===== config.mk =====
export PLATFORM = sky130hd
export DESIGN_NAME = loop_sequencer
export DESIGN_NICKNAME = d
export VERILOG_FILES = /design/src/rtl/loop_sequencer_pkg.sv /design/src/rtl/loop_step_alu.sv /design/src/rtl/loop_sequencer.sv
export SDC_FILE = /design/constraint.sdc
export NUM_CORES = 2
export LEC_CHECK = 0
export BUFFER_PORTS_ARGS = -buffer_cell sky130_fd_sc_hd__clkbuf_2
export CAP_MARGIN = 20
export CORE_ASPECT_RATIO = 0.6
export CORE_UTILIZATION = 40
export DETAILED_ROUTE_END_ITERATION = 10
export GPL_TIMING_DRIVEN = 0
export SETUP_SLACK_MARGIN = 0.5
export SYNTH_ARGS = -nofsm -noshare
export SYNTH_HDL_FRONTEND = slang
export SYNTH_HIERARCHICAL = 1
export SYNTH_SLANG_ARGS = --single-unit

===== constraint.sdc =====
create_clock -name i_clk -period 13.44 [get_ports i_clk]
set_clock_uncertainty 0.05 [all_clocks]
set_input_delay 0.672 -clock i_clk [delete_from_list [all_inputs] [get_ports i_clk]]
set_output_delay 0.672 -clock i_clk [all_outputs]
set_load 0.02 [all_outputs]

===== src/rtl/loop_sequencer_pkg.sv =====
`default_nettype none
// ============================================================================
// Module      : loop_sequencer_pkg
// Description : Shared types for the hardware loop sequencer: step operator
//               encoding and FSM state encoding.
// Revision    : 1.0 - initial release
// ============================================================================
package loop_sequencer_pkg;

   // Step operator applied to the loop index after each accepted beat.
   // RSVD is accepted on the interface and behaves exactly like ADD.
   typedef enum logic [1:0] {
      ADD  = 2'd0,
      MUL  = 2'd1,
      SHL  = 2'd2,
      RSVD = 2'd3
   } step_op_t;

   typedef enum logic [1:0] {
      IDLE = 2'd0,
      RUN  = 2'd1,
      DONE = 2'd2
   } state_t;

endpackage : loop_sequencer_pkg
`default_nettype wire


===== src/rtl/loop_step_alu.sv =====
`default_nettype none
// ============================================================================
// Module      : loop_step_alu
// Description : Purely combinational step unit. Computes next = idx op step
//               at full precision and flags any result that does not fit in
//               WIDTH bits.
// Ports       : idx_i   [WIDTH-1:0]  current index
//               step_i  [WIDTH-1:0]  step operand
//               op_i    step_op_t    ADD / MUL / SHL (RSVD acts as ADD)
//               next_o  [WIDTH-1:0]  low WIDTH bits of the result
//               ovf_o                result does not fit in WIDTH bits
// Revision    : 1.0 - initial release
// ============================================================================
module loop_step_alu
   import loop_sequencer_pkg::*;
#(
   parameter int WIDTH = 32,
   parameter int SHW   = $clog2(WIDTH)
) (
   input  logic [WIDTH-1:0] idx_i,
   input  logic [WIDTH-1:0] step_i,
   input  step_op_t         op_i,
   output logic [WIDTH-1:0] next_o,
   output logic             ovf_o
);

   logic [WIDTH:0]       w_sum;
   logic [2*WIDTH-1:0]   w_prod;
   logic [2*WIDTH-1:0]   w_shl_wide;
   logic [SHW-1:0]       w_sh;
   logic                 w_step_big;

   assign w_sum      = {1'b0, idx_i} + {1'b0, step_i};
   assign w_prod     = {{WIDTH{1'b0}}, idx_i} * {{WIDTH{1'b0}}, step_i};
   assign w_sh       = step_i[SHW-1:0];
   // Shift amounts of WIDTH or more are always overflow, even for idx=0,
   // since the low SHW bits alone would alias to a small legal shift.
   assign w_step_big = ({1'b0, step_i} >= (WIDTH+1)'(WIDTH));
   assign w_shl_wide = {{WIDTH{1'b0}}, idx_i} << w_sh;

   always_comb begin
      next_o = w_sum[WIDTH-1:0];
      ovf_o  = w_sum[WIDTH];
      case (op_i)
         MUL: begin
            next_o = w_prod[WIDTH-1:0];
            ovf_o  = |w_prod[2*WIDTH-1:WIDTH];
         end
         SHL: begin
            next_o = w_shl_wide[WIDTH-1:0];
            ovf_o  = w_step_big | (|w_shl_wide[2*WIDTH-1:WIDTH]);
         end
         default: begin
            next_o = w_sum[WIDTH-1:0];
            ovf_o  = w_sum[WIDTH];
         end
      endcase
   end

endmodule : loop_step_alu
`default_nettype wire


===== src/rtl/loop_sequencer.sv =====
`default_nettype none
// ============================================================================
// Module      : loop_sequencer
// Description : Hardware loop controller. Emits the index stream of
//               for (i = init; i < limit; i op= step) as a valid/ready
//               stream, one index per beat, and reports overflowing or
//               non-progressing loops through a sticky error flag.
//               Optional build macro LOOP_SEQUENCER_COUNT_EN adds o_count,
//               the number of accepted beats of the current/last loop.
// Ports       : i_clk, i_rst (async, active-high)
//               i_start, i_abort         control
//               i_init, i_limit, i_step  loop config, sampled at start
//               i_step_op                0=ADD 1=MUL 2=SHL 3=ADD
//               o_valid/i_ready, o_index, o_last  index stream
//               o_busy, o_done, o_error  status
//               o_count                  (LOOP_SEQUENCER_COUNT_EN only)
// Revision    : 1.0 - initial release
// ============================================================================
module loop_sequencer
   import loop_sequencer_pkg::*;
#(
   parameter int WIDTH = 32,
   parameter int SHW   = $clog2(WIDTH)
) (
   input  logic             i_clk,
   input  logic             i_rst,
   input  logic             i_start,
   input  logic             i_abort,
   input  logic [WIDTH-1:0] i_init,
   input  logic [WIDTH-1:0] i_limit,
   input  logic [WIDTH-1:0] i_step,
   input  logic [1:0]       i_step_op,
   output logic             o_busy,
   output logic             o_valid,
   input  logic             i_ready,
   output logic [WIDTH-1:0] o_index,
   output logic             o_last,
   output logic             o_done,
   output logic             o_error
`ifdef LOOP_SEQUENCER_COUNT_EN
   ,
   output logic [WIDTH-1:0] o_count
`endif
);

   state_t           state_q;
   logic [WIDTH-1:0] idx_q;
   logic [WIDTH-1:0] limit_q;
   logic [WIDTH-1:0] step_q;
   step_op_t         op_q;
   logic             err_q;

   logic [WIDTH-1:0] next_d;
   logic             ovf_d;
   logic             stall_d;
   logic             hs_d;

   loop_step_alu #(
      .WIDTH (WIDTH),
      .SHW   (SHW)
   ) u_alu (
      .idx_i  (idx_q),
      .step_i (step_q),
      .op_i   (op_q),
      .next_o (next_d),
      .ovf_o  (ovf_d)
   );

   // A step that fails to move the index forward would loop forever.
   assign stall_d = ovf_d | (next_d <= idx_q);
   assign hs_d    = (state_q == RUN) & i_ready;

   always_ff @(posedge i_clk or posedge i_rst) begin
      if (i_rst) begin
         state_q <= IDLE;
         idx_q   <= '0;
         limit_q <= '0;
         step_q  <= '0;
         op_q    <= ADD;
         err_q   <= 1'b0;
      end else begin
         case (state_q)
            IDLE: begin
               if (i_start) begin
                  idx_q   <= i_init;
                  limit_q <= i_limit;
                  step_q  <= i_step;
                  op_q    <= step_op_t'(i_step_op);
                  err_q   <= 1'b0;
                  state_q <= (i_init < i_limit) ? RUN : DONE;
               end
            end
            RUN: begin
               // Abort wins over a same-cycle handshake: the index is not
               // advanced and the error flag is left untouched.
               if (i_abort) begin
                  state_q <= DONE;
               end else if (hs_d) begin
                  if (stall_d) begin
                     err_q   <= 1'b1;
                     state_q <= DONE;
                  end else if (next_d >= limit_q) begin
                     state_q <= DONE;
                  end else begin
                     idx_q <= next_d;
                  end
               end
            end
            DONE: begin
               state_q <= IDLE;
            end
            default: begin
               state_q <= IDLE;
            end
         endcase
      end
   end

`ifdef LOOP_SEQUENCER_COUNT_EN
   logic [WIDTH-1:0] count_q;

   // The consumer took the beat even when abort blocks the advance, so
   // every handshake is counted.
   always_ff @(posedge i_clk or posedge i_rst) begin
      if (i_rst) begin
         count_q <= '0;
      end else if ((state_q == IDLE) && i_start) begin
         count_q <= '0;
      end else if (hs_d) begin
         count_q <= count_q + 1'b1;
      end
   end

   assign o_count = count_q;
`else
   // Beat counter not built.
`endif

   assign o_busy  = (state_q != IDLE);
   assign o_valid = (state_q == RUN);
   assign o_done  = (state_q == DONE);
   assign o_index = idx_q;
   assign o_error = err_q;
   assign o_last  = o_valid & (stall_d | (next_d >= limit_q));

endmodule : loop_sequencer
`default_nettype wire


---- Word level (Yosys, flattened, before mapping) ----
Index checks and enable logic that the tools add are counted.
storage, ports and cells
  register bits after elaboration ......... 101
  latch bits .............................. 0
  memory bits (writable) .................. 0
  memory bits (read-only) ................. 0
  input port bits ......................... 103
  logic and storage cells ................. 59
  memories kept ........................... 0
cells by class
  add/subtract/negate cells ............... 1
  multiply operators ...................... 1
  div/mod/pow operators ................... 0
  $lt $le $gt $ge ......................... 4
  eq/ne operators ......................... 12
  shift operators ......................... 1
  mux-type cells .......................... 20
  bitwise logic cells ..................... 5
  reduce and logical (&&, ||, !) cells .... 9
operators by type and width
  kind                 number
  $mux 32              5
  $pmux 32 s2          2
  $mul 32x32->64       1
  $reduce_or 32->1     2
  $shl 32x5->64        1
  $add 32x32->33       1
  $ge 32x32->1         1
  $ge 32x6->1 const B  1
  $le 32x32->1         1
  $lt 32x32->1         1
  $mux 2               6
  $ne 2x2->1 const B   4
  $reduce_and 6->1     1
  $reduce_and 5->1     1
  $eq 2x1->1 const B   2
  $eq 2x2->1 const B   2
  $mux 1               4
  $ne 2x1->1 const B   2
  $ne 4x2->1 const B   1
  $pmux 1 s2           2
  $pmux 2 s2           1
  $reduce_bool 2->1    2
  $ne 3x2->1 const B   1
  $or 1x1->1           3
  other kinds (4)      5

---- Logic depth before layout (Yosys ltp) ----
  depth in word-level cells ............... 9
  depth in mapped cells ................... 41
  mapped depth without buffers ............ 33

---- Hierarchy ----
Netlist, hierarchy kept.
by module, submodules not included
  module          times used  cells each  area an instance (um^2)  seq. area each (um^2)
  loop_step_alu   1           4187        37468.4                  0.0
  loop_sequencer  1           712         6436.2                   2527.4

---- Least setup slack after synthesis ----
No wires, ideal clock.
  path type ............................... register -> output
  start point ............................. reg step_q[3]
  end point ............................... out o_last
  data arrival time ....................... 9586 ps
  setup slack ............................. 3132 ps
  cell stages (with the launch flop) ...... 36
  path buffers ............................ 7
  path through ............................ dfrtp_1 > clkbuf_1 > buf_2 > buf_1 > clkbuf_1 > clkbuf_1 > buf_1 > and2_1 > fa_1 > fa_1 > fa_1 > inv_1 > fa_1 > inv_1 > fa_1 > fa_1 > fa_1 > fa_1 > ha_1 > clkbuf_1 > nand4_1 > nor2b_1 > a21oi_1 > o21ai_0 > a2111oi_0 > nor2_1 > o21ai_0 > xor2_1 > a2111oi_0 > nand4_1 > nor4_1 > a31oi_1 > a31oi_1 > and2_1 > a22o_2 > a31oi_1
between the ends
  cells in the longest elaborated chain, start to end .. 7
  elaborated cells on any way between the ends .. 14
  classes of those cells .................. add/sub: 1; mul: 1; order compare: 3; shift: 1; mux: 2; bitwise: 4; reduce/logical: 2
ends and longest elaborated chain
  element                                                 RTL line               source
  start: declaration                                      loop_sequencer.sv:49   logic [WIDTH-1:0] step_q;
  start signal: assignment                                loop_sequencer.sv:87   step_q <= i_step;
  branches (longest 3 deep; another with $mul 32x32->64)  -
  $pmux 1 s2 *                                            loop_step_alu.sv:44    case (op_i)
  named net ovf_d                                         loop_sequencer.sv:54   logic ovf_d;
  $or 1x1->1 *                                            loop_sequencer.sv:70   assign stall_d = ovf_d | (next_d <= idx_q);
  $or 1x1->1 *                                            loop_sequencer.sv:144  assign o_last = o_valid & (stall_d | (next_d >= limit_q));
  $and 1x1->1 *                                           loop_sequencer.sv:144
  end: declaration                                        loop_sequencer.sv:37   output logic o_last,
Mark *: on every way through the listed nets, which the timed path passes.

---- Final worst setup path ----
  start point ............................. reg idx_q[16] (netlist: o_index[16])
  end point ............................... out o_last
between the ends
  cells in the longest elaborated chain, start to end .. 7
  elaborated cells on any way between the ends .. 13
  classes of those cells .................. add/sub: 1; mul: 1; order compare: 2; shift: 1; mux: 2; bitwise: 4; reduce/logical: 2
ends and longest elaborated chain
  element                                                 RTL line               source
  start: declaration                                      loop_sequencer.sv:47   logic [WIDTH-1:0] idx_q;
  start signal: assignment                                loop_sequencer.sv:85   idx_q <= i_init;
  start signal: assignment                                loop_sequencer.sv:105  idx_q <= next_d;
  branches (longest 3 deep; another with $mul 32x32->64)  -
  $pmux 1 s2 *                                            loop_step_alu.sv:44
  named net ovf_d                                         loop_sequencer.sv:54
  $or 1x1->1 *                                            loop_sequencer.sv:70
  $or 1x1->1 *                                            loop_sequencer.sv:144
  $and 1x1->1 *                                           loop_sequencer.sv:144
Marks and branches as above.

==> results.md <==
- Worst reg2reg endpoint: o_index[7]$_DFFE_PP0P_
- Final nets: 6459
- Clock-pin slew on the worst setup and hold paths: 0.10 ns
- Cell accounting for the most synthesized area: fa_1
- Max FO, Critical Path: 10
- Largest net degree at the start of global routing: 64
- Hold Vio Cnt, Final: 0
- Post-synthesis simple-gate area fraction: 18.9%
- Register area share after synthesis: 5.76%
- GRT Util Overall: 36.0%
- H-tree depth: 3
- Vias/cell: 5.89
- XOR/XNOR share of the synthesized area: 1.34%
- Initial antenna violation count: 25
- Register-to-register setup slack: 0.94 ns
- Slew margin rel.: 12.2%
- Syn Inst Count: 4899
- CTS Sinks: 101
- Num CTS Buffers: 9
- Via count: 38311
- Worst skew pair latency: 0.39 ns
- Max-cap violations: 0
- DRT iter0 DRCs: 5295
- Filler cell count: 10899
- Synth Area per Inst: 8.96 µm²
- Compound-Gate Fraction of Synth Area: 9.60%
- CP max-delay cell: clkbuf_1
- Prevailing post-synth register cell: dfrtp_1
- Total gr overflow: 0
- Dpl cells: 6470
- Hold Crit Class: in -> async
- Synth Register Bits: 101
- Largest family of logic cells by synthesized area: adder cells
- Final ANT Viol Nets: 0
- Adder-cell area share of the yosys netlist: 52.1%
- Cell Count, Final, Fillers Out: 6508
- Placeable core area: 108000 µm²
- Period utilization: 96.5%
- DRT Pass-1 Iters: 6
- Starting Density: 40.7%
- Status: finished, final reports clean
- Worst Max-Slew Pin Slew: 1.32 ns
- Critical Path RT: 12.72 ns
- Largest cells by area after synthesis: fa_1 41%, ha_1 11%, and2_1 8.7%, inv_1 6.9%, nand2_1 5.9%
- CTS root buffer: clkbuf_16
- Post-synth EDFFs: 0
- CP bufs+invs: 6
- GPL Wtd Cong: 1.08
- Count leader, synth: fa_1
- Die width: 430 µm
- CP Class: reg -> out
- Distinct cell type count after synthesis: 94
- Min Tclk post-route: 12.97 ns
- Layout area overhead: 7.26%
- Crit path top cell by count: fa_1
- Final setup vio count: 0
- Startpoint Class: flip-flop
- Residual DRC: 0
- Rows: 93
- CP peak stage delay: 0.94 ns
- Multiplexer share of the synthesized area: 2.54%
- Hold buffers post-CTS: 0
- Number of global-route vias before repair: 37906
- CP top delay family: adder cells
- Die area: 111000 µm²
- Hpwl dp: 170000 µm
- Commonest cells in the netlist: 897 x fa_1, 812 x inv_1, 686 x nand2_1
- Post-synth top area share: 40.9%
- Crit path from: o_index[16]$_DFFE_PP0P_
- WP data arrival: 12.25 ns
- Reg-to-reg startpoint: o_index[16]$_DFFE_PP0P_
- Asr flop ratio synth: 100%
- Layout cells sized above 1: 6.74%
- Port Buffers: 139
- Clock Tree Buf Depth: 2
- CP Depth: 32
- Yosys warning count: 6
- RSZ-0062 raised after global routing: no
- Die height: 259 µm
- Final core utilization: 43.6%
- End point of the critical path: o_last
- Wirelength, routed: 198000 µm
- Global-route wire length before repair: 282000 µm
- Pins Over Slew Limit: 0
- FMAX: 77.1 MHz
- Routed len/inst: 30.5 µm
- Cell Area, Synth: 43900 µm²
- Synthesized Nets: 6292
- FF-to-FF path depth: 34
- CTS tree: yes
- I/O pins: 140
- Critical path endpoint category: primary output
metrics by stage:
step / instance area, µm² / hold WS [ns] / setup WS [ns] / setup TNS (ns)
4_1_cts: 46800 / 0.275 / 0.548 / 0
3_3_place_gp: 46400 / 0.407 / -1.64 / -46.37
3_5_place_dp: 46500 / 0.414 / -0.613 / -12.25
6_report: 47100 / 0.270 / 0.472 / 0
5_1_grt: 47100 / 0.287 / 0.489 / 0
2_1_floorplan: 43900 / 0.383 / 3.13 / 0
worst min path at each step:
stage	startpoint	to	slack (ns)
after floorplan	state_q[1]$_DFFE_PP0P_	state_q[1]$_DFFE_PP0P_	0.38
after global placement	state_q[1]$_DFFE_PP0P_	state_q[1]$_DFFE_PP0P_	0.41
after detailed placement	state_q[1]$_DFFE_PP0P_	state_q[1]$_DFFE_PP0P_	0.41
after CTS	i_rst	limit_q[21]$_DFFE_PP0P_	0.28
after global routing	i_rst	limit_q[21]$_DFFE_PP0P_	0.29
final	i_rst	limit_q[21]$_DFFE_PP0P_	0.27
cell families (layout without fill, tap and decap cells):
family	count (synthesis)	count (layout)
xor+xnor	67	67
fa+ha+maj	1290	1290
other cells	0	12
compound gates	623	623
simple gates	1637	1637
buf+inv	1115	1287
mux	66	66
flops	101	101
layer usage:
layer	GRT usage [%]	wire length (µm)	vias to the layer above
met2	41.3	66800	2812
li1	-	-	15781
met3	23.3	40100	223
met4	6.71	3810	12
met1	54.1	87600	19483
met5	0	94	-
timing repair:
| item | 4_1_cts | 5_1_grt |
|---|---|---|
| endpoints found under the hold margin | 0 | 0 |
| setup endpoints to repair | 36 | 31 |
| pin swaps | 0 | 1 |
| buffers inserted | 0 | 0 |
| gates resized for setup | 24 | 53 |
final cells by class:
cell class              instances  area [µm²]  area share [%]
multi-input cells            3683       37200            78.9
inverters                     814        3060            6.49
flip-flops and latches        101        2530            5.37
well taps                    1425        1780            3.79
plain buffers                 301        1290            2.74
repair buffers                156         920            1.95
clock buffers                   9         225           0.478
clock inverters                 7        91.3           0.194
diodes                         12        30.0          0.0638
worst register-to-register path: cells and delay by family, from the launching register on:
family / cells / cell delay [ns]
AO/OA/AOI/OAI: 8 / 2.88
AND/OR/NAND/NOR: 8 / 1.69
adder cells (fa/ha/maj): 10 / 5.02
buffers and inverters: 7 / 2.08
XOR/XNOR: 1 / 0.11
flip-flops: 1 / 0.55
placed cells by master, fill, tap and decap left out, types with 20 or more instances in the layout:
master / count
xor2_1: 31
mux2i_1: 21
nand3_1: 41
nor2b_1: 20
xnor2_1: 36
a21oi_1: 182
clkbuf_1: 238
ha_1: 393
dfrtp_1: 99
mux4_2: 26
fa_1: 893
a21o_1: 44
inv_1: 811
nand4_1: 43
clkbuf_2: 158
nand2_1: 686
nand2b_1: 54
o221a_2: 31
a221oi_1: 25
buf_2: 23
and2_1: 608
o21ai_0: 127
nor2_1: 96
nor3_1: 23
state kept, by name (all words and copies together) (netlist names):
| register | flops |
|---|---|
| o_index | 32 |
| limit_q | 32 |
| op_q | 2 |
| state_q | 2 |
| o_error | 1 |
| step_q | 32 |
Power is left out: the tool's default activity adds up to more than one toggle a clock period on the data nets, which glitch-free logic cannot reach.
